==> config.mk <==
export PLATFORM = sky130hd
export DESIGN_NAME = simon_sequencer
export DESIGN_NICKNAME = d
export VERILOG_FILES = /design/src/rtl/simon_sequencer.sv
export SDC_FILE = /design/constraint.sdc
export NUM_CORES = 1
export LEC_CHECK = 0
export CAP_MARGIN = 20
export CORE_MARGIN = 2
export CORE_UTILIZATION = 45
export CTS_BUF_LIST = sky130_fd_sc_hd__clkbuf_2 sky130_fd_sc_hd__clkbuf_4 sky130_fd_sc_hd__clkbuf_8
export DETAILED_ROUTE_END_ITERATION = 8
export SLEW_MARGIN = 20
export SYNTH_ARGS = -nofsm -noshare
export SYNTH_HDL_FRONTEND = slang
export SYNTH_SLANG_ARGS = --single-unit
==> constraint.sdc <==
create_clock -name clk -period 2.8 [get_ports clk]
set_input_delay 0.56 -clock clk [delete_from_list [all_inputs] [get_ports clk]]
set_output_delay 0.56 -clock clk [all_outputs]
set_load 0.03 [all_outputs]
==> src/rtl/simon_sequencer.sv <==
// simon_sequencer: Simon round controller; grows a random colour sequence, plays it back, checks player presses.
// Latency: start -> APPEND next cycle, lamp trails PLAY_ON by one cycle, win/game_over set on the deciding edge.
// Backpressure: none; presses outside WAIT_INPUT are dropped. SIMON_SPEEDUP_EN shortens on-time as level grows.
module simon_sequencer #(
    parameter int         MAX_LEN       = 16,
    parameter int         ON_TICKS      = 30,
    parameter int         OFF_TICKS     = 30,
    parameter int         TIMEOUT_TICKS = 120,
    parameter logic [7:0] LFSR_SEED     = 8'hA5
) (
    input  logic                         clk,
    input  logic                         reset,
    input  logic                         start,
    input  logic [1:0]                   player_num,
    input  logic                         player_pressed,
    output logic                         simon_turn,
    output logic [1:0]                   simon_num,
    output logic                         simon_pressed,
    output logic [$clog2(MAX_LEN+1)-1:0] level,
    output logic                         game_over,
    output logic                         win
);
    localparam int LW   = $clog2(MAX_LEN + 1);
    localparam int IW   = $clog2(MAX_LEN);
    localparam int TM0  = (ON_TICKS > OFF_TICKS) ? ON_TICKS : OFF_TICKS;
    localparam int TM1  = (TM0 > TIMEOUT_TICKS) ? TM0 : TIMEOUT_TICKS;
    localparam int TMAX = (TM1 > 8) ? TM1 : 8;
    localparam int TW   = $clog2(TMAX + 1);

    localparam logic [TW-1:0] OFF_LAST  = TW'(OFF_TICKS - 1);
    localparam logic [TW-1:0] TO_LAST   = TW'(TIMEOUT_TICKS - 1);
    localparam logic [LW-1:0] LEVEL_WIN = LW'(MAX_LEN);

    typedef enum logic [2:0] {
        S_IDLE,
        S_APPEND,
        S_PLAY_ON,
        S_PLAY_OFF,
        S_WAIT_INPUT,
        S_OVER,
        S_WIN
    } state_t;

    state_t        state, state_d;
    logic [7:0]    lfsr;
    logic [1:0]    seq [MAX_LEN];
    logic [IW-1:0] idx, idx_d;
    logic [TW-1:0] tmr, tmr_d;
    logic [TW-1:0] on_last;
    logic [LW-1:0] level_d;
    logic          turn_d, over_d, win_d, seq_we;
    logic          last_idx;

    assign last_idx = (LW'(idx) == level - LW'(1));

`ifdef SIMON_SPEEDUP_EN
    localparam int OW = $clog2(ON_TICKS + 1);
    int            shrink;
    logic [OW-1:0] on_sat;
    logic [TW-1:0] on_time;

    // On-time drops by two ticks per level, floored at eight
    always_comb begin
        shrink  = 2 * (int'(level) - 1);
        on_sat  = (shrink >= ON_TICKS) ? '0 : OW'(ON_TICKS - shrink);
        on_time = (int'(on_sat) < 8) ? TW'(8) : TW'(on_sat);
        on_last = on_time - TW'(1);
    end
`else
    assign on_last = TW'(ON_TICKS - 1);
`endif

    always_comb begin
        state_d = state;
        idx_d   = idx;
        tmr_d   = tmr;
        level_d = level;
        turn_d  = simon_turn;
        over_d  = game_over;
        win_d   = win;
        seq_we  = 1'b0;
        case (state)
            S_IDLE: begin
                if (start) state_d = S_APPEND;
            end
            S_APPEND: begin
                seq_we  = 1'b1;
                level_d = level + LW'(1);
                idx_d   = '0;
                tmr_d   = '0;
                turn_d  = 1'b1;
                state_d = S_PLAY_ON;
            end
            S_PLAY_ON: begin
                if (tmr == on_last) begin
                    tmr_d   = '0;
                    state_d = S_PLAY_OFF;
                end else begin
                    tmr_d = tmr + TW'(1);
                end
            end
            S_PLAY_OFF: begin
                if (tmr == OFF_LAST) begin
                    tmr_d = '0;
                    if (last_idx) begin
                        idx_d   = '0;
                        turn_d  = 1'b0;
                        state_d = S_WAIT_INPUT;
                    end else begin
                        idx_d   = idx + IW'(1);
                        state_d = S_PLAY_ON;
                    end
                end else begin
                    tmr_d = tmr + TW'(1);
                end
            end
            S_WAIT_INPUT: begin
                // A press in the timeout cycle wins over the timeout
                if (player_pressed) begin
                    if (player_num != seq[idx]) begin
                        over_d  = 1'b1;
                        state_d = S_OVER;
                    end else if (last_idx) begin
                        if (level == LEVEL_WIN) begin
                            win_d   = 1'b1;
                            state_d = S_WIN;
                        end else begin
                            state_d = S_APPEND;
                        end
                    end else begin
                        idx_d = idx + IW'(1);
                        tmr_d = '0;
                    end
                end else if (tmr == TO_LAST) begin
                    over_d  = 1'b1;
                    state_d = S_OVER;
                end else begin
                    tmr_d = tmr + TW'(1);
                end
            end
            S_OVER, S_WIN: begin
                if (start) begin
                    over_d  = 1'b0;
                    win_d   = 1'b0;
                    level_d = '0;
                    state_d = S_APPEND;
                end
            end
            default: state_d = S_IDLE;
        endcase
    end

    always_ff @(posedge clk or negedge reset) begin
        if (!reset) begin
            state         <= S_IDLE;
            lfsr          <= LFSR_SEED;
            idx           <= '0;
            tmr           <= '0;
            level         <= '0;
            simon_turn    <= 1'b0;
            simon_num     <= 2'b00;
            simon_pressed <= 1'b0;
            game_over     <= 1'b0;
            win           <= 1'b0;
            for (int i = 0; i < MAX_LEN; i++) seq[i] <= 2'b00;
        end else begin
            state      <= state_d;
            lfsr       <= {lfsr[6:0], lfsr[7] ^ lfsr[5] ^ lfsr[4] ^ lfsr[3]};
            idx        <= idx_d;
            tmr        <= tmr_d;
            level      <= level_d;
            simon_turn <= turn_d;
            game_over  <= over_d;
            win        <= win_d;
            // Lamp is registered from the current state, so it trails PLAY_ON by a cycle
            simon_pressed <= (state == S_PLAY_ON);
            if (state == S_PLAY_ON) simon_num <= seq[idx];
            if (seq_we) seq[level[IW-1:0]] <= lfsr[1:0];
        end
    end
endmodule

==> impl_metrics.json, run 1 <==
{
  "finalSetupTns_ns": 0,
  "cts_resized": 0,
  "worst_pin_slew_ns": 0.5657,
  "die_w_um": 91.25,
  "netlist_area_um2": 3426,
  "ys_ff_latch": 65,
  "hold_viol": 0,
  "n_fill_cell": 617,
  "synth_top_area_frac": 0.4456,
  "yosysSeqAreaShare": 0.4763,
  "drv_slew": 0,
  "multi_input_area_um2": 1705,
  "worstSetupPathType": "flip-flop to flip-flop",
  "cts-root-buf": "clkbuf_8",
  "dr.pass1.iters": 4,
  "ys.flop_type": "dfrtp_1",
  "finalNonFillerCells": 444,
  "start_util": 0.4673,
  "yosysTopAreaCell": "dfrtp_1",
  "cp-start-kind": "flip-flop",
  "grt_pass1_wl_um": 12780,
  "insertion_delay_ns": 0.35,
  "yosysWarnings": 0,
  "ir_drop_mv": 0.4385,
  "drc": 0,
  "cts.clk_slew.worst_paths_ns": 0.08,
  "gp_congestion": 0.8470,
  "fin_ws_ns": 0.3016,
  "num_antenna_cells": 0,
  "whs_ns": 0.1083,
  "dp.cells": 428,
  "worst_setup_path_end_kind": "flip-flop",
  "cts_made_buffers": 9,
  "row_count": 31,
  "via_per_inst": 5.628,
  "final.min_clock_period_ns": 2.498,
  "p_leak_nw": 1.762,
  "ys_async_sr_fraction": 1.000,
  "grt_overflow_total": 0,
  "synth.net_count": 327,
  "fin_crit_sh": 0.8923,
  "drtAntennaViolNets": 0,
  "fin_area_um2": 3978,
  "grt_pass1_vias": 2500,
  "ios": 17,
  "routed_wl_um": 7366,
  "ys_types": 52,
  "total_power_mw": 3.660,
  "worstHoldPathType": "input port to asynchronous set/reset pin",
  "port_buffers": 16,
  "powerDensity_nw_per_um2": 920.3,
  "drive_above_1_share": 0.2290,
  "crit_required_ns": 3.04,
  "fmax_mhz": 400.3,
  "wl_per_cell_um": 16.59,
  "coreArea_um2": 7331,
  "rsz0062_at_grt": "no",
  "postCtsSetupBuffers": 0,
  "reg2reg_depth": 9,
  "hpwl_um": 5262,
  "worstPathMaxFanout": 20,
  "synth-edff-count": 0,
  "grt_start_max_net_pins": 33,
  "cts_tree": "done",
  "synthCells": 313,
  "fp.dieH_um": 91.25,
  "antenna_found_initial": 0,
  "status": "finished, final reports clean",
  "arrival_ns": 2.74,
  "synth_area_leaders": "dfrtp_1 (45%), mux2_2 (11%), nor2_1 (3.6%), dfstp_2 (3.1%), ha_1 (2.9%)",
  "fin_skew_ns": 0.007360,
  "slew_headroom": 0.6229,
  "drtIter0Drc": 138,
  "cts.sink_count": 65,
  "track_usage": 0.1952,
  "pre_cts_slack_ns": 0.3196,
  "nets": 354,
  "dpl-instance-area_um2": 3770,
  "avgSynthCellArea_um2": 10.95,
  "ctsHoldBuffers": 0,
  "ctsLongestPathBuffers": 2,
  "vias": 2499,
  "die_area_um2": 8327,
  "maxCapViolations": 0,
  "seq_area_um2": 1632,
  "final_util": 0.5426,
  "h-tree-depth": 3,
  "setup_violations": 0,
  "areaGrowthSynthToFinish_pct": 16.11
}
cells in the final DEF (no fill, tap or decap), types with 4 or more instances in the layout:
cell	netlist	layout
mux2i_1	9	9
dfstp_2	4	4
o21ai_0	14	14
nand2b_1	7	7
nor2b_1	6	6
xnor2_1	9	9
nand2_1	21	21
mux2_1	4	4
nor2_1	33	33
nand3_1	20	20
xor2_1	6	6
a21oi_1	10	10
dfrtp_1	61	61
buf_4	0	9
mux2_2	34	34
ha_1	8	8
o31ai_1	5	5
clkdlybuf4s50_1	0	15
clkbuf_8	0	9
inv_1	7	7
inv_6	0	4
where the power goes:
| group | switching (mW) | internal, mW |
|---|---|---|
| combinational | 0.915 | 0.650 |
| sequential | 0.189 | 1.06 |
| clock | 0.416 | 0.430 |
| total | 1.52 | 2.14 |
cells by family after synthesis:
group | Yosys count | share of synthesized area
adder cells (fa/ha/maj) | 8 | 0.02922
buffers and inverters | 19 | 0.02593
flip-flops | 65 | 0.4763
multiplexers | 51 | 0.1753
XOR/XNOR | 15 | 0.03835
AO/OA/AOI/OAI | 53 | 0.1129
AND/OR/NAND/NOR | 102 | 0.1421
worst max-delay path, cell delays in order (launching register included):
cell      delay (ns)
dfrtp_1         0.40
buf_12          0.17
mux2i_1         0.13
a22oi_1         0.23
o221ai_2        0.14
xnor2_1         0.18
o32ai_4         0.43
nand2_2         0.11
or3_4           0.39
a31o_1          0.21
layout make-up:
class	instances	share of cell area
tap	99	0.03114
multi-input combinational	229	0.4288
clock buffer	9	0.03114
sequential	65	0.4102
inverter	7	0.006606
clock inverter	7	0.02108
timing repair buffer	28	0.07109
cell usage after synthesis, types with 2 or more instances:
cell type	n
a21oi_1	10
o31ai_1	5
a211oi_2	2
nand2_1	21
o221ai_1	2
inv_1	7
a31oi_1	2
buf_6	2
nor2_1	33
mux2_2	34
o221ai_2	2
xor2_1	6
o41ai_1	2
a22oi_1	3
and3_1	3
nand4_1	2
nand3_1	20
o21ai_0	14
nor2b_1	6
mux4_2	2
xnor2_1	9
nand2b_1	7
dfstp_2	4
or3_1	2
clkbuf_1	8
dfrtp_1	61
mux2_1	4
mux2i_1	9
ha_1	8
metal layers:
metal | up-vias | global-route usage | share of wire
li1 | 1178 | - | -
met1 | 1246 | 0.3001 | 0.53
met2 | 62 | 0.2617 | 0.41
met3 | 13 | 0.03983 | 0.039
met4 | 0 | 0.08838 | 0.019
met5 | - | 0 | 0
state kept, by name (all words and copies together), names as in the netlist, 2 cells and up:
signal	cells
seq	32
lfsr	8
tmr	7
level	5
idx	4
state	3
simon_num	2
final timing paths:
path                         start       end  slack, ns
setup reg to reg            idx[0]  state[0]       0.30
min in group clk           lfsr[6]   lfsr[7]       0.36
setup / recovery            idx[0]  state[0]       0.30
hold reg to reg            lfsr[6]   lfsr[7]       0.36
hold / removal               reset   seq[15]       0.11
max in group asynchronous    reset   lfsr[2]       2.05
Power figures use the tool's default switching activity.
==> inputs of run 2 (changes only) <==
--- a/config.mk
+++ b/config.mk
@@ -10,6 +10,7 @@
 export CORE_UTILIZATION = 45
 export CTS_BUF_LIST = sky130_fd_sc_hd__clkbuf_2 sky130_fd_sc_hd__clkbuf_4 sky130_fd_sc_hd__clkbuf_8
 export DETAILED_ROUTE_END_ITERATION = 8
+export PLACE_DENSITY = 0.66
 export SLEW_MARGIN = 20
 export SYNTH_ARGS = -nofsm -noshare
 export SYNTH_HDL_FRONTEND = slang
==> impl_metrics.json, run 2 (same netlist as run 1, synthesis figures left out) <==
{
  "powerDensity_nw_per_um2": 905.3,
  "track_usage": 0.1868,
  "worstSetupPathType": "flip-flop to flip-flop",
  "drtAntennaViolNets": 0,
  "hold_viol": 0,
  "worstHoldPathType": "input port to asynchronous set/reset pin",
  "arrival_ns": 2.72,
  "antenna_found_initial": 0,
  "cp_slowest_cell": "dfrtp_1",
  "drc": 0,
  "p_leak_nw": 1.735,
  "num_antenna_cells": 0,
  "cts.sink_count": 65,
  "cp_slowest_stage_delay_ns": 0.50,
  "worst_setup_path_end_kind": "flip-flop",
  "row_count": 31,
  "grt_start_max_net_pins": 24,
  "slew_headroom": 0.6169,
  "ctsHoldBuffers": 0,
  "routed_wl_um": 7029,
  "crit_required_ns": 3.04,
  "rsz0062_at_grt": "no",
  "worstPathMaxFanout": 9,
  "hpwl_um": 5106,
  "setup_violations": 0,
  "start_util": 0.4673,
  "finalNonFillerCells": 441,
  "vias": 2430,
  "nets": 351,
  "status": "finished, final reports clean",
  "die_area_um2": 8327,
  "dr.pass1.iters": 4,
  "areaGrowthSynthToFinish_pct": 14.50,
  "ios": 17,
  "die_w_um": 91.25,
  "cts_resized": 0,
  "insertion_delay_ns": 0.35,
  "layout_common_cells": "dfrtp_1 (61), mux2_2 (34), nor2_1 (33)",
  "final.min_clock_period_ns": 2.483,
  "critPathBufInv": 0,
  "grt_pass1_vias": 2363,
  "h-tree-depth": 3,
  "dp.cells": 425,
  "cp_top_family": "compound AO/OA/AOI/OAI gates",
  "fin_crit_sh": 0.8869,
  "grt_overflow_total": 0,
  "cts-root-buf": "clkbuf_8",
  "cp-start-kind": "flip-flop",
  "fmax_mhz": 402.7,
  "largest_register": "seq",
  "fin_skew_ns": 0.01008,
  "drtIter0Drc": 187,
  "drv_slew": 0,
  "cts.clk_slew.worst_paths_ns": 0.07,
  "drive_above_1_share": 0.2222,
  "cts_made_buffers": 9,
  "gp_congestion": 0.8764,
  "coreArea_um2": 7331,
  "worst_pin_slew_ns": 0.5747,
  "port_buffers": 16,
  "largest_reg_flops": 32,
  "maxCapViolations": 0,
  "fp.dieH_um": 91.25,
  "path_cells": "nor2b_1 -> a22oi_1 -> o221ai_2 -> xnor2_1 -> o32ai_4 -> nand2_2 -> or3_4 -> a31o_1",
  "cts_tree": "done",
  "ctsLongestPathBuffers": 2,
  "ir_drop_mv": 0.5412,
  "finalSetupTns_ns": 0,
  "wl_per_cell_um": 15.94,
  "grt_pass1_wl_um": 12320,
  "postCtsSetupBuffers": 0,
  "final_common_cell": "dfrtp_1",
  "via_per_inst": 5.510,
  "reg_top3": "seq x32, lfsr x8, tmr x7"
}
==> run 2: worst register-to-register path, stage by stage (launching register included) <==
cell	delay, ns
dfrtp_1	0.50
nor2b_1	0.21
a22oi_1	0.22
o221ai_2	0.15
xnor2_1	0.18
o32ai_4	0.41
nand2_2	0.10
or3_4	0.39
a31o_1	0.21
==> run 2: per-stage QoR <==
stage	cell area [um^2]	hold slack (ns)	util	power [mW]	worst slack, ns
global placement	3722	0.3373	0.5078	2.748	0.3695
finish	3923	0.1700	0.5351	3.551	0.3168
floorplan	3426	0.2644	-	2.296	0.3266
CTS	3923	0.1740	0.5351	3.571	0.3382
detailed placement	3722	0.3431	0.5078	2.758	0.3454
global route	3923	0.1928	0.5351	3.804	0.08297
==> run 2: final cells by class <==
class,instances,area (um^2)
fill,632,3408
multi-input combinational,229,1705
sequential,65,1632
timing repair buffer,25,235.2
clock buffer,10,131.4
tap,99,123.9
clock inverter,6,68.82
inverter,7,26.28
==> run 2: final timing paths <==
kind                       startpoint  endpoint  slack (ns)  cells past startpoint
max                            idx[2]  state[0]        0.32                      8
min                             reset   lfsr[4]        0.17                      1
max reg2reg                    idx[2]  state[0]        0.32                      8
min reg2reg                   lfsr[6]   lfsr[7]        0.36                      0
max in group asynchronous       reset   lfsr[0]        1.92                      2
min in group clk              lfsr[6]   lfsr[7]        0.36                      0
==> run 2: per-layer routing <==
| layer | GRT usage | part of all wire |
|---|---|---|
| met1 | 0.2869 | 0.51 |
| met2 | 0.2549 | 0.44 |
| met3 | 0.04398 | 0.033 |
| met4 | 0.06692 | 0.015 |
| met5 | 0 | 0 |
==> run 2: where the power goes <==
part | total (mW) | switching [mW] | leakage [nW] | internal, mW
combinational | 1.48 | 0.869 | 0.769 | 0.615
clock | 0.801 | 0.377 | 0.0999 | 0.424
sequential | 1.27 | 0.207 | 0.866 | 1.06
==> inputs of run 3 (changes only) <==
--- a/config.mk
+++ b/config.mk
@@ -6,6 +6,7 @@
 export NUM_CORES = 1
 export LEC_CHECK = 0
 export CAP_MARGIN = 20
+export CORE_ASPECT_RATIO = 1.2
 export CORE_MARGIN = 2
 export CORE_UTILIZATION = 45
 export CTS_BUF_LIST = sky130_fd_sc_hd__clkbuf_2 sky130_fd_sc_hd__clkbuf_4 sky130_fd_sc_hd__clkbuf_8
==> impl_metrics.json, run 3 (same netlist as run 1, synthesis figures left out) <==
{
  "status": "finished, final reports clean",
  "wl_per_cell_um": 17.62,
  "grt_start_max_net_pins": 40,
  "layout_common_cells": "dfrtp_1 (61), mux2_2 (34), nor2_1 (33)",
  "start_util": 0.4682,
  "cts_made_buffers": 9,
  "routed_wl_um": 7629,
  "cp_top_family": "multiplexers",
  "via_per_inst": 5.829,
  "cts.clk_slew.worst_paths_ns": 0.07,
  "coreArea_um2": 7317,
  "fp.dieH_um": 99.58,
  "ctsLongestPathBuffers": 2,
  "ir_drop_mv": 0.5807,
  "ios": 17,
  "pre_cts_slack_ns": 0.2902,
  "postCtsSetupBuffers": 0,
  "num_antenna_cells": 0,
  "worst_pin_slew_ns": 0.6332,
  "grt_overflow_total": 0,
  "drtAntennaViolNets": 0,
  "worstHoldPathType": "input port to asynchronous set/reset pin",
  "reg2reg_depth": 8,
  "die_w_um": 83.65,
  "row_count": 34,
  "finalSetupTns_ns": 0,
  "dr.pass1.iters": 4,
  "h-tree-depth": 3,
  "cts-root-buf": "clkbuf_8",
  "worst-path-stages": 8,
  "cpMostUsedCell": "mux2i_1",
  "grt_pass1_wl_um": 12990,
  "areaGrowthSynthToFinish_pct": 14.76,
  "worstSetupPathType": "flip-flop to flip-flop",
  "gp_congestion": 0.7848,
  "drc": 0,
  "largest_reg_flops": 32,
  "final_util": 0.5373,
  "drv_slew": 0,
  "largest_register": "seq",
  "powerDensity_nw_per_um2": 920.2,
  "rsz0062_at_grt": "no",
  "antenna_found_initial": 0,
  "insertion_delay_ns": 0.34,
  "final_common_cell": "dfrtp_1",
  "hpwl_um": 5437,
  "track_usage": 0.1998,
  "finalNonFillerCells": 433,
  "fmax_mhz": 397.7,
  "crit_required_ns": 3.02,
  "nets": 352,
  "ctsHoldBuffers": 0,
  "path_cells": "buf_12 -> mux2_1 -> o221ai_1 -> mux2i_1 -> o32ai_4 -> a21oi_1 -> mux2i_1 -> o21ai_0",
  "setup_violations": 0,
  "cts.sink_count": 65,
  "vias": 2524,
  "fin_crit_sh": 0.8981,
  "die_area_um2": 8330,
  "slew_headroom": 0.5779,
  "cp_slowest_stage_delay_ns": 0.40,
  "p_leak_nw": 1.744,
  "dpl-instance-area_um2": 3731,
  "grt_pass1_vias": 2638,
  "hold_viol": 0,
  "cp-start-kind": "flip-flop",
  "fin_area_um2": 3931,
  "final.min_clock_period_ns": 2.515,
  "whs_ns": 0.2345,
  "worst_setup_path_end_kind": "flip-flop",
  "arrival_ns": 2.73,
  "drtIter0Drc": 72,
  "dp.cells": 417,
  "fin_skew_ns": 0.008274,
  "reg_top3": "seq x32, lfsr x8, tmr x7",
  "cts_tree": "done",
  "cp_slowest_cell": "dfrtp_1",
  "total_power_mw": 3.618,
  "worstPathMaxFanout": 14,
  "maxCapViolations": 0,
  "port_buffers": 16,
  "fin_ws_ns": 0.2853,
  "cts_resized": 0,
  "critPathBufInv": 1,
  "drive_above_1_share": 0.2245
}
[run 3: changes by cell type in the layout (fill, tap and decap cells not counted)]
cell	delta
clkinv_2	+1
clkbuf_8	+1
buf_12	+1
clkinv_4	-3
clkinvlp_4	+1
[run 3: power breakdown]
part	leakage, nW	internal (mW)	total, mW	switching [mW]
combinational	0.779	0.628	1.54	0.914
clock	0.0987	0.442	0.808	0.366
sequential	0.866	1.06	1.27	0.208
total	1.74	2.13	3.62	1.49
[run 3: path summary, 6_finish.rpt]
path	startpoint	to	slack (ns)
worst max-delay path	idx[0]	state[2]	0.29
worst min-delay path	reset	seq[6]	0.23
worst max register to register	idx[0]	state[2]	0.29
worst min register to register	lfsr[6]	lfsr[7]	0.36
max in group asynchronous	reset	lfsr[0]	1.89
min in group clk	lfsr[6]	lfsr[7]	0.36
[run 3: area by class of cell]
type / count / area, um^2
Tap cell: 90 / 112.6
Multi-Input combinational cell: 229 / 1705
Clock buffer: 11 / 145.1
Sequential cell: 65 / 1632
Fill cell: 663 / 3386
Inverter: 7 / 26.28
Timing Repair Buffer: 26 / 255.2
Clock inverter: 5 / 55.05
[run 3: metal layers]
layer,vias to the layer above,GRT usage,wire length (um)
li1,1178,-,-
met3,24,0.03402,179
met4,0,0.1129,243
met2,49,0.3366,3942
met1,1273,0.2431,3264
met5,-,0,0
